<file path="config.mk">
export PLATFORM = sky130hd
export DESIGN_NAME = msadc_result_calc
export DESIGN_NICKNAME = d
export VERILOG_FILES = /design/src/rtl/msadc_result_calc.sv
export SDC_FILE = /design/constraint.sdc
export NUM_CORES = 1
export LEC_CHECK = 0
export CORE_AREA = 4 4 221 267
export CTS_CLUSTER_DIAMETER = 200
export DETAILED_ROUTE_END_ITERATION = 10
export DIE_AREA = 0 0 225 271
export GPL_ROUTABILITY_DRIVEN = 0
export GPL_TIMING_DRIVEN = 1
export PLACE_DENSITY = 0.48
export SLEW_MARGIN = 20
export SYNTH_ARGS = -nofsm -noshare
export SYNTH_HDL_FRONTEND = slang
export SYNTH_SLANG_ARGS = --single-unit
</file>
<file path="constraint.sdc">
create_clock -name clk -period 13.6 [get_ports clk]
set_input_delay 2.72 -clock clk [delete_from_list [all_inputs] [get_ports clk]]
set_output_delay 2.72 -clock clk [all_outputs]
set_load 0.05 [all_outputs]
</file>
<file path="src/rtl/msadc_result_calc.sv">
// Multi-slope ADC result calculator: combine counts, subtract zero, average.
// Define MSADC_SATURATE_EN to clamp the result instead of wrapping it.
module msadc_result_calc #(
  parameter int AVG_LOG2 = 0,
  parameter int RESULT_W = 32
) (
  input  logic                clk,
  input  logic                rst,
  input  logic                sample_stb,
  input  logic                is_zero,
  input  logic [31:0]         pwm_na,
  input  logic [31:0]         pwm_nb,
  input  logic [31:0]         pwm_pa,
  input  logic [31:0]         pwm_pb,
  input  logic [11:0]         rundown,
  input  logic [7:0]          n64,
  input  logic [7:0]          p8,
  input  logic [7:0]          n1,
  output logic [RESULT_W-1:0] result,
  output logic                result_valid,
  input  logic                result_ready,
  output logic                zero_valid,
  output logic                overrun,
  input  logic                ovr_clr
);

  localparam int AW = 48 + AVG_LOG2;
  localparam int CW = AVG_LOG2 + 1;
  localparam logic [CW-1:0] NBLK = CW'(1) << AVG_LOG2;

  typedef enum logic [2:0] {
    S_IDLE,
    S_RUNUP,
    S_RESID,
    S_ACC,
    S_OUT
  } state_t;

  state_t r_state;
  state_t w_next;

  logic [31:0] r_na, r_nb, r_pa, r_pb;
  logic [11:0] r_rd;
  logic [7:0]  r_n64, r_p8, r_n1;
  logic        r_is_zero;

  logic signed [47:0]   r_sum;
  logic signed [47:0]   r_zero;
  logic signed [AW-1:0] r_acc;
  logic [CW-1:0]        r_cnt;

  logic signed [47:0]   w_pos, w_neg, w_runup, w_resid, w_dev;
  logic signed [AW-1:0] w_dev_ext;
  logic [CW-1:0]        w_cnt_nxt;
  logic                 w_last;
  logic                 w_load;
  logic [RESULT_W-1:0]  w_res;

  // Mode B runs at half the reference weight of mode A.
  assign w_pos = ({16'd0, r_pa} << 1) + {16'd0, r_pb};
  assign w_neg = ({16'd0, r_na} << 1) + {16'd0, r_nb};
  assign w_runup = (w_pos - w_neg) <<< 8;
  assign w_resid = {27'd0, r_rd, 9'd0}
                 - {34'd0, r_n64, 6'd0}
                 + {37'd0, r_p8, 3'd0}
                 - {40'd0, r_n1};

  assign w_dev     = r_sum - r_zero;
  assign w_dev_ext = AW'(w_dev);
  assign w_cnt_nxt = r_cnt + CW'(1);
  assign w_last    = (w_cnt_nxt == NBLK);

`ifdef MSADC_SATURATE_EN
  localparam logic signed [AW-1:0] SMAX =
    {{(AW-RESULT_W+1){1'b0}}, {(RESULT_W-1){1'b1}}};
  localparam logic signed [AW-1:0] SMIN =
    {{(AW-RESULT_W+1){1'b1}}, {(RESULT_W-1){1'b0}}};
  logic signed [AW-1:0] w_shift;
  assign w_shift = r_acc >>> AVG_LOG2;

  always_comb begin
    w_res = w_shift[RESULT_W-1:0];
    if (w_shift > SMAX) begin
      w_res = {1'b0, {(RESULT_W-1){1'b1}}};
    end else if (w_shift < SMIN) begin
      w_res = {1'b1, {(RESULT_W-1){1'b0}}};
    end
  end
`else
  assign w_res = RESULT_W'(r_acc >>> AVG_LOG2);
`endif

  always_ff @(posedge clk) begin
    if (!rst) r_state <= S_IDLE;
    else      r_state <= w_next;
  end

  always_comb begin
    w_next = r_state;
    w_load = 1'b0;
    unique case (r_state)
      S_IDLE:  if (sample_stb) w_next = S_RUNUP;
      S_RUNUP: w_next = S_RESID;
      S_RESID: w_next = S_ACC;
      S_ACC: begin
        if (!r_is_zero && w_last) w_next = S_OUT;
        else                      w_next = S_IDLE;
      end
      S_OUT: begin
        w_load = !result_valid || result_ready;
        if (w_load) w_next = S_IDLE;
      end
      default: w_next = S_IDLE;
    endcase
  end

  always_ff @(posedge clk) begin
    if (!rst) begin
      result       <= '0;
      result_valid <= 1'b0;
      zero_valid   <= 1'b0;
      overrun      <= 1'b0;
      r_zero       <= '0;
      r_acc        <= '0;
      r_cnt        <= '0;
      r_sum        <= '0;
    end else begin
      // A drop in the same cycle as a clear must stay visible.
      if (sample_stb && r_state != S_IDLE) overrun <= 1'b1;
      else if (ovr_clr)                    overrun <= 1'b0;

      if (w_load)            result_valid <= 1'b1;
      else if (result_ready) result_valid <= 1'b0;

      unique case (r_state)
        S_IDLE: begin
          if (sample_stb) begin
            r_na      <= pwm_na;
            r_nb      <= pwm_nb;
            r_pa      <= pwm_pa;
            r_pb      <= pwm_pb;
            r_rd      <= rundown;
            r_n64     <= n64;
            r_p8      <= p8;
            r_n1      <= n1;
            r_is_zero <= is_zero;
          end
        end
        S_RUNUP: r_sum <= w_runup;
        S_RESID: r_sum <= r_sum + w_resid;
        S_ACC: begin
          if (r_is_zero) begin
            r_zero     <= r_sum;
            zero_valid <= 1'b1;
          end else begin
            r_acc <= r_acc + w_dev_ext;
            r_cnt <= w_cnt_nxt;
          end
        end
        S_OUT: begin
          if (w_load) begin
            result <= w_res;
            r_acc  <= '0;
            r_cnt  <= '0;
          end
        end
        default: ;
      endcase
    end
  end

endmodule

</file>
==> results.txt, run 1 <==
Core utilization of the finished layout: 35.8%. Of all cell types, the one taking the most synthesized area is sky130_fd_sc_hd__edfxtp_1. Path class of the lowest-slack min-delay path: register to register. The critical setup path kind was register to register. The layout has 5703 filler cells. For the instance count of the mapped netlist, the log shows 1715. For the total I/O pin count, the log shows 205.

In the finished design, the share of the clock period the worst path needs comes to 39.6%. The synthesized netlist devotes 21.0% of its cell area to adder and majority cells. The cell sitting at the root of the clock tree is a sky130_fd_sc_hd__clkbuf_16. After the first detailed-routing iteration, the DRC count stood at 574. Across the VDD grid, the largest voltage drop is 0.0904 mV.

The tools report the final number of hold-violating endpoints as 0. The post-synthesis to final-layout area growth is 20.7%. Clock skew on the completed layout was measured at 0.0115 ns. The tools report the static leakage as 8.10 nW. The run finished with clean final reports. The top cell type by area accounts for 23.5% of the synthesized area.

Once the floorplan was initialized, standard cells occupied 29.6% of the core. Buffers inserted during post-CTS setup optimization: 0. The tools report the initial antenna violation count as 0.

The part of the Yosys area used for sequential elements is 39.6%, and the post-synthesis xor/xnor area fraction is 4.80%. In the post-synthesis netlist, the biggest area contributors are sky130_fd_sc_hd__edfxtp_1 23%, sky130_fd_sc_hd__dfxtp_1 16%, sky130_fd_sc_hd__ha_1 11%. Summing all placed instances gives a cell area of 19300 um^2.

The logs give 186 MHz for the highest attainable clock frequency and 63700 um for the first-pass GRT wire length. At the end of the flow, the number of nets in the layout was 2271. The clock sink count came out at 266. The post-layout instance count excluding filler cells is 2630.

Clock-pin slew was measured on the worst setup and hold paths at 0.06 ns. After detailed routing, the total wire length is 39400 um. The total number of vias is 11906, and the accumulated negative setup slack is 0 ns.

In the routed design, unresolved DRC markers number 0. In this run the power density over the cells is 167 nW/um^2. The number of distinct library cell variants in the gate-level netlist after synthesis is 66. The max-slew violation count was 0; the slew at the pin closest to its max-slew limit was 1.05 ns. Port buffering added 170 buffers. STA puts the critical path data required time at 14.06 ns. Among all flip-flop cells after synthesis, the most frequent one is sky130_fd_sc_hd__dfxtp_1.

The number of clock buffers added by TritonCTS is 30. The time the final worst path needs with I/O delays and setup was 5.39 ns; the count of synthesis-stage warnings from yosys was 0. The total overflow reported by the global router is 0, and the area share of and/or/nand/nor cells after synthesis is 11.0%. The initialized floorplan defines 96 standard-cell rows.

The maximum level of the CTS H-tree is 1. STA classifies the critical path startpoint as a register. The via count of the first global-routing pass was 12348. Post-CTS repair changed the size of 0 cells.

Once placement completed, the tool counted placed cells totaling 2574. Main combinational cell family by area after synthesis: adder cells. Dividing the detail-routed wire length by the instance count gives 15.0 um. The floorplan step defined a die boundary enclosing 61000 um^2. Number of flip-flops and latches in the synthesized netlist: 266. The post-synthesis async set-or-reset flop share is 0%, and the post-DP HPWL is 31500 um. The average size of a mapped cell came out at 9.78 um^2.

Cells with a size suffix above 1 make up 3.91% of the layout. The clock reaches the later pin of the worst-skew pair after 0.57 ns. Die width: 225 um. STA classifies the critical path endpoint as a register.

The synthesized-area fraction occupied by ao, oa, aoi and oai cells was 16.1%; the worst max-slew margin expressed relative to the limit was 28.9%. Setup repair after global routing left no endpoint under its margin. In this run the cell area of the synthesized design comes to 16800 um^2. The number of hold buffers added after CTS was 0. The number of nets with antenna violations after routing is 0, and the placeable core area is 56600 um^2. The multi-input logic area is 8960 um^2, and the reported max-cap violation count is 0.

Entering global routing, the biggest net connects 81 pins. In the synthesized netlist, mux cells make up 0.418% of the area. The die is 271 um tall. Setup violations remaining at the end of the flow were counted as 0. The number of flops mapped to enable cells by yosys is 131, and the synthesized netlist net count is 2115.

After detailed routing, the number of vias per cell comes to 4.53. In this run the worst path has a maximum fanout of 11. Across every metal layer, demand over resource in global routing totals 12.7%. The first detailed-routing pass ran for 5 iterations. At the worst endpoint, the arrival time is 5.85 ns. TritonCTS built the clock tree. The longest clock path from root to sink contains 3 buffers. The combined flip-flop and latch cell area is 6640 um^2, and the area of all placed cells without fillers is 20200 um^2. The number of antenna diodes in the final layout is 0.
==> worst max-delay path, stage by stage, from the launching register on <==
cell                       delay, ns
sky130_fd_sc_hd__edfxtp_1       0.37
sky130_fd_sc_hd__ha_1           0.34
sky130_fd_sc_hd__nor4b_1        0.21
sky130_fd_sc_hd__o21ai_0        0.18
sky130_fd_sc_hd__a21oi_1        0.31
sky130_fd_sc_hd__nor4_2         0.09
sky130_fd_sc_hd__nor3_2         0.82
sky130_fd_sc_hd__ha_1           0.39
sky130_fd_sc_hd__inv_1          0.06
sky130_fd_sc_hd__ha_1           0.22
sky130_fd_sc_hd__ha_1           0.46
sky130_fd_sc_hd__inv_1          0.09
sky130_fd_sc_hd__nor4_1         0.42
sky130_fd_sc_hd__nand3_1        0.16
sky130_fd_sc_hd__o21ai_0        0.53
sky130_fd_sc_hd__a41oi_1        0.28
sky130_fd_sc_hd__mux2i_1        0.17
sky130_fd_sc_hd__and4_1         0.18
==> power by group <==
part           internal (W)  switching, W
logic              0.000708      0.000942
registers          0.000896     0.0000338
clock network      0.000474      0.000331
total               0.00208       0.00131
==> layer usage <==
metal / vias up / share of wire [%] / global-route usage (%)
li1: 6149 / - / -
met1: 5439 / 46 / 16.9
met2: 239 / 46 / 21.0
met3: 79 / 4.1 / 1.88
met4: 0 / 3.4 / 4.32
met5: - / 0 / 0
==> Yosys cell counts, types with 9 or more instances <==
master,number
sky130_fd_sc_hd__inv_1,264
sky130_fd_sc_hd__nand2_1,202
sky130_fd_sc_hd__ha_1,145
sky130_fd_sc_hd__dfxtp_1,135
sky130_fd_sc_hd__edfxtp_1,131
sky130_fd_sc_hd__a21oi_1,85
sky130_fd_sc_hd__fa_1,85
sky130_fd_sc_hd__a21boi_0,73
sky130_fd_sc_hd__o21ai_0,63
sky130_fd_sc_hd__nor2_1,58
sky130_fd_sc_hd__clkbuf_1,56
sky130_fd_sc_hd__xnor2_1,56
sky130_fd_sc_hd__a21o_1,36
sky130_fd_sc_hd__xor2_1,34
sky130_fd_sc_hd__nor2b_1,31
sky130_fd_sc_hd__nand3_1,26
sky130_fd_sc_hd__o21a_1,18
sky130_fd_sc_hd__nor3_1,17
sky130_fd_sc_hd__a22oi_1,15
sky130_fd_sc_hd__a31oi_1,13
sky130_fd_sc_hd__a211oi_1,12
sky130_fd_sc_hd__o21bai_1,12
sky130_fd_sc_hd__o221ai_1,12
sky130_fd_sc_hd__nand2b_1,10
sky130_fd_sc_hd__nand4_1,10
sky130_fd_sc_hd__o211ai_1,10
sky130_fd_sc_hd__and3_1,9
==> cells in the final DEF, fill, tap and decap left out, types with 16 or more instances in the layout <==
| cell | count |
|---|---|
| sky130_fd_sc_hd__inv_1 | 264 |
| sky130_fd_sc_hd__nand2_1 | 202 |
| sky130_fd_sc_hd__clkdlybuf4s50_1 | 169 |
| sky130_fd_sc_hd__ha_1 | 145 |
| sky130_fd_sc_hd__dfxtp_1 | 135 |
| sky130_fd_sc_hd__edfxtp_1 | 131 |
| sky130_fd_sc_hd__a21oi_1 | 85 |
| sky130_fd_sc_hd__fa_1 | 85 |
| sky130_fd_sc_hd__a21boi_0 | 73 |
| sky130_fd_sc_hd__o21ai_0 | 63 |
| sky130_fd_sc_hd__nor2_1 | 58 |
| sky130_fd_sc_hd__xnor2_1 | 56 |
| sky130_fd_sc_hd__a21o_1 | 36 |
| sky130_fd_sc_hd__xor2_1 | 34 |
| sky130_fd_sc_hd__clkbuf_16 | 32 |
| sky130_fd_sc_hd__nor2b_1 | 29 |
| sky130_fd_sc_hd__nand3_1 | 26 |
| sky130_fd_sc_hd__o21a_1 | 18 |
| sky130_fd_sc_hd__nor3_1 | 16 |
==> path summary, 6_finish.rpt <==
path	startpoint	end	slack [ns]	cells past startpoint
hold / removal	result[4]	result[4]	0.46	2
hold reg to reg	result[4]	result[4]	0.46	2
setup / recovery	r_rd[0]	r_sum[30]	8.21	17
setup reg to reg	r_rd[0]	r_sum[30]	8.21	17
==> registers in the layout, indices dropped and copies added, names as in the netlist, 12 cells and up <==
register / count
result: 32
r_rd: 12
r_pa: 23
r_acc: 32
r_na: 23
r_zero: 32
r_pb: 24
r_sum: 32
r_nb: 24
==> kinds of logic (layout without fill, tap and decap cells) <==
kind of cell / Yosys count / count (layout)
AO/OA/AOI/OAI: 402 / 402
XOR/XNOR: 91 / 91
adder cells (fa/ha/maj): 230 / 230
buffers and inverters: 320 / 500
flip-flops: 266 / 266
multiplexers: 7 / 7
AND/OR/NAND/NOR: 399 / 399
==> layout make-up <==
| type | instances | area share, % |
|---|---|---|
| well taps | 735 | 4.54 |
| inverters | 264 | 4.89 |
| clock buffers | 43 | 4.23 |
| clock inverters | 13 | 0.575 |
| multi-input cells | 1129 | 44.2 |
| flip-flops and latches | 266 | 32.8 |
| repair buffers | 180 | 8.75 |
==> through the flow <==
stage                     power (W)  hold WS (ns)  setup WS (ns)
after floorplan             0.00221         0.441           4.61
after global placement      0.00258         0.453           7.91
after detailed placement    0.00259         0.459           7.83
after CTS                   0.00342         0.467           8.13
after global routing        0.00366         0.482           7.79
final                       0.00338         0.461           8.21
Note: power is estimated with default switching activity, not from simulation.
==> run 2, diff against run 1 <==
==> constraint.sdc (replaced) <==
create_clock -name clk -period 4.75 [get_ports clk]
set_input_delay 0.95 -clock clk [delete_from_list [all_inputs] [get_ports clk]]
set_output_delay 0.95 -clock clk [all_outputs]
set_load 0.05 [all_outputs]
==> run 2 against run 1 <==
Effect of this change:
- clock power rose to 2.8 times the previous value
- setup slack got worse by 8.1 ns
- count of clock-buffer cells in the layout fell by 10
- final cell count rose by 1.7%
- non-clock buffer count rose by 47
- total power rose to 3.0 times the previous value
- sequential cell count did not move
- global-route usage rose by 0.22 points
- critical endpoint is now r_sum[31]
- register-to-register slack got worse by 8.1 ns
- highest routed layer unchanged
- via count rose by 2.5%
==> results.txt, run 2 (synthesis results as in run 1) <==
The worst setup path is captured at a register. Global routing consumed, on the met3 layer, 2.02% of the routing resources. The total number of vias was 12199; the number of nets with antenna violations after routing was 0. The initial antenna violation count is 0, and the maximum number of pins on one net before global-route repair is 70.

At the end of the flow, the number of nets in the layout was 2317. The clock net in this run drives a total of 266 sinks. The static leakage came out at 8.31 nW.

The run gives 96 as the count of standard-cell rows. The clock reaches the later pin of the worst-skew pair after 0.58 ns. In this run the most used layer during global routing was met2. STA puts the critical path data arrival time at 5.06 ns. Along the worst path, the maximum fanout reaches 7. The die covers 61000 um^2. After global routing the overflow that remains totals 0.

The top cell types in the final layout, fill and taps aside, are 263 x sky130_fd_sc_hd__inv_1, 200 x sky130_fd_sc_hd__nand2_1, 169 x sky130_fd_sc_hd__clkdlybuf4s50_1. Startpoint of the worst register-to-register path: r_rd[4]. The mean number of vias per cell works out to 4.56. The via count of the first global-routing pass was 12375; the power density normalized to cell area was 483 nW/um^2.

The final-layout worst hold slack was 0.462 ns. The slew at the pin closest to its max-slew limit was 0.972 ns. The tools report the maximum level of the CTS H-tree as 1. The number of inserted diodes is 0. The clock buffer count from CTS is 29.

The time the final worst path needs with I/O delays and setup came out at 4.59 ns. Detailed placement ended at an HPWL of 32300 um. The library cell used most frequently in the layout, excluding fill and tap cells, is sky130_fd_sc_hd__inv_1. Buffers placed on the I/O ports in this run total 170.

The first detailed-routing pass took 6 iterations. Headroom to the max-slew limit came out at 34.9%. The die width was 225 um. From synthesis to final layout, the design area changed by 23.6%.

For this run, global-route usage on met2 was measured as 22.3%. The first global-routing pass estimated 64500 um of wire. The longest clock path from root to sink contains 3 buffers. The run gives 0.257 mV as the maximum ir drop on the vdd rail. The cell sitting at the root of the clock tree is a sky130_fd_sc_hd__clkbuf_16.

The clock slew at the register clock pins of the worst setup and hold paths works out to 0.06 ns. The floorplan step defined a core boundary enclosing 56600 um^2. Derived from the worst setup path, the maximum achievable clock frequency is 218 MHz. Total global routing track utilization: 12.9%.

For the total I/O pin count, the log shows 205. Across the routed clock network, the largest skew measured is 0.0213 ns. In this run the worst setup path begins at r_rd[4].

For this block, the routed nets add up to 40100 um of wire. The met1 capacity usage during global routing is 16.6%, and the die span in y is 271 um. For this run, design rule violations remaining after detail routing come to 0.

After filler insertion, the fill cell instance count of the layout stands at 5655. Max-slew violation count: 0. The flow ran to the end, and the final reports show no timing, DRC or antenna violations. Dividing the detail-routed wire length by the instance count gives 15.0 um. STA classifies the critical path startpoint as a register. For the number of DRC violations after detailed-routing iteration 0, the log shows 613.

The setup path with the least slack is of type register to register. The hold-fix buffer count after cts was 0. The path class of the lowest-slack min-delay path was register to register. The final number of hold-violating endpoints was 0. Setup repair after global routing could not meet its margin everywhere. TritonCTS built the clock tree. The proportion of layout cells with a drive suffix above 1 was 7.12%; the count of endpoints failing setup in the final report was 0. The worst hold path begins at result[4].

Measured on the finished design, the core utilization comes to 36.6%. For the reported max-cap violation count, the log shows 0. The initial cell density of the core is 29.6%. The worst path uses 96.6% of the clock period.

The reg-to-reg setup timing slack came out at 0.16 ns. The endpoint required time on the critical path is 5.22 ns.
run 2: changes by cell type in the layout (fill, tap and decap cells not counted), sizes merged:
| cell | delta |
|---|---|
| buf | +47 |
| bufinv | +1 |
| clkbuf | -10 |
| clkinvlp | +5 |
| inv | +1 |
run 2: path summary, 6_finish.rpt:
path | depth (start not counted) | end
worst max-delay path | 19 | r_sum[31]
worst min-delay path | 2 | result[4]
worst min register to register | 2 | result[4]
worst max register to register | 19 | r_sum[31]
run 2: what timing repair did:
action                     CTS  global route
pin swaps                    0             5
gates resized for setup      3            26
buffers inserted             0             1
setup endpoints to repair    3            11
run 2: layout make-up:
| class | count | area (um^2) | area share, % |
|---|---|---|---|
| Multi-Input combinational cell | 1129 | 9090 | 43.9 |
| Sequential cell | 266 | 6640 | 32.0 |
| Timing Repair Buffer | 227 | 2160 | 10.4 |
| Inverter | 264 | 991 | 4.78 |
| Tap cell | 735 | 920 | 4.44 |
| Clock buffer | 33 | 741 | 3.57 |
| Clock inverter | 20 | 186 | 0.900 |
run 2: routing by layer:
| metal | vias to the layer above | wire length, um |
|---|---|---|
| met1 | 5619 | 18200 |
| met2 | 258 | 19200 |
| met3 | 65 | 1600 |
| met5 | - | 0 |
| li1 | 6257 | - |
| met4 | 0 | 1090 |
run 2: metrics by stage:
| stage | power, W | instances | setup slack (ns) | TNS (ns) | cell area [um^2] |
|---|---|---|---|---|---|
| 3_5_place_dp | 0.00769 | 2619 | -0.0708 | -0.0956 | 19600 |
| 6_report | 0.0100 | 2674 | 0.161 | 0 | 20700 |
| 4_1_cts | 0.00999 | 2672 | 0.0243 | 0 | 20600 |
| 5_1_grt | 0.0108 | 2674 | -0.0964 | -0.142 | 20700 |
| 2_1_floorplan | 0.00633 | 1715 | -0.277 | -36.33 | 16800 |
| 3_3_place_gp | 0.00768 | 2619 | -0.242 | -0.753 | 19600 |
run 2: power by group:
group          switching, W  leakage, nW  internal [W]
sequential        0.0000972         2.30       0.00256
combinational       0.00284         5.57       0.00229
clock              0.000940        0.433       0.00128
run 2: critical path, stage by stage, from the launching register on:
cell,delay [ns]
sky130_fd_sc_hd__edfxtp_1,0.37
sky130_fd_sc_hd__ha_1,0.23
sky130_fd_sc_hd__or3_4,0.34
sky130_fd_sc_hd__or4_4,0.44
sky130_fd_sc_hd__or3_4,0.38
sky130_fd_sc_hd__nor3_2,0.19
sky130_fd_sc_hd__nor3_4,0.12
sky130_fd_sc_hd__ha_1,0.29
sky130_fd_sc_hd__inv_1,0.04
sky130_fd_sc_hd__ha_1,0.29
sky130_fd_sc_hd__ha_1,0.31
sky130_fd_sc_hd__buf_4,0.14
sky130_fd_sc_hd__and4_1,0.17
sky130_fd_sc_hd__and2_1,0.17
sky130_fd_sc_hd__nand4_1,0.13
sky130_fd_sc_hd__nor2_1,0.07
sky130_fd_sc_hd__a311oi_1,0.27
sky130_fd_sc_hd__o31ai_2,0.13
sky130_fd_sc_hd__xnor2_1,0.15
sky130_fd_sc_hd__a221oi_2,0.26
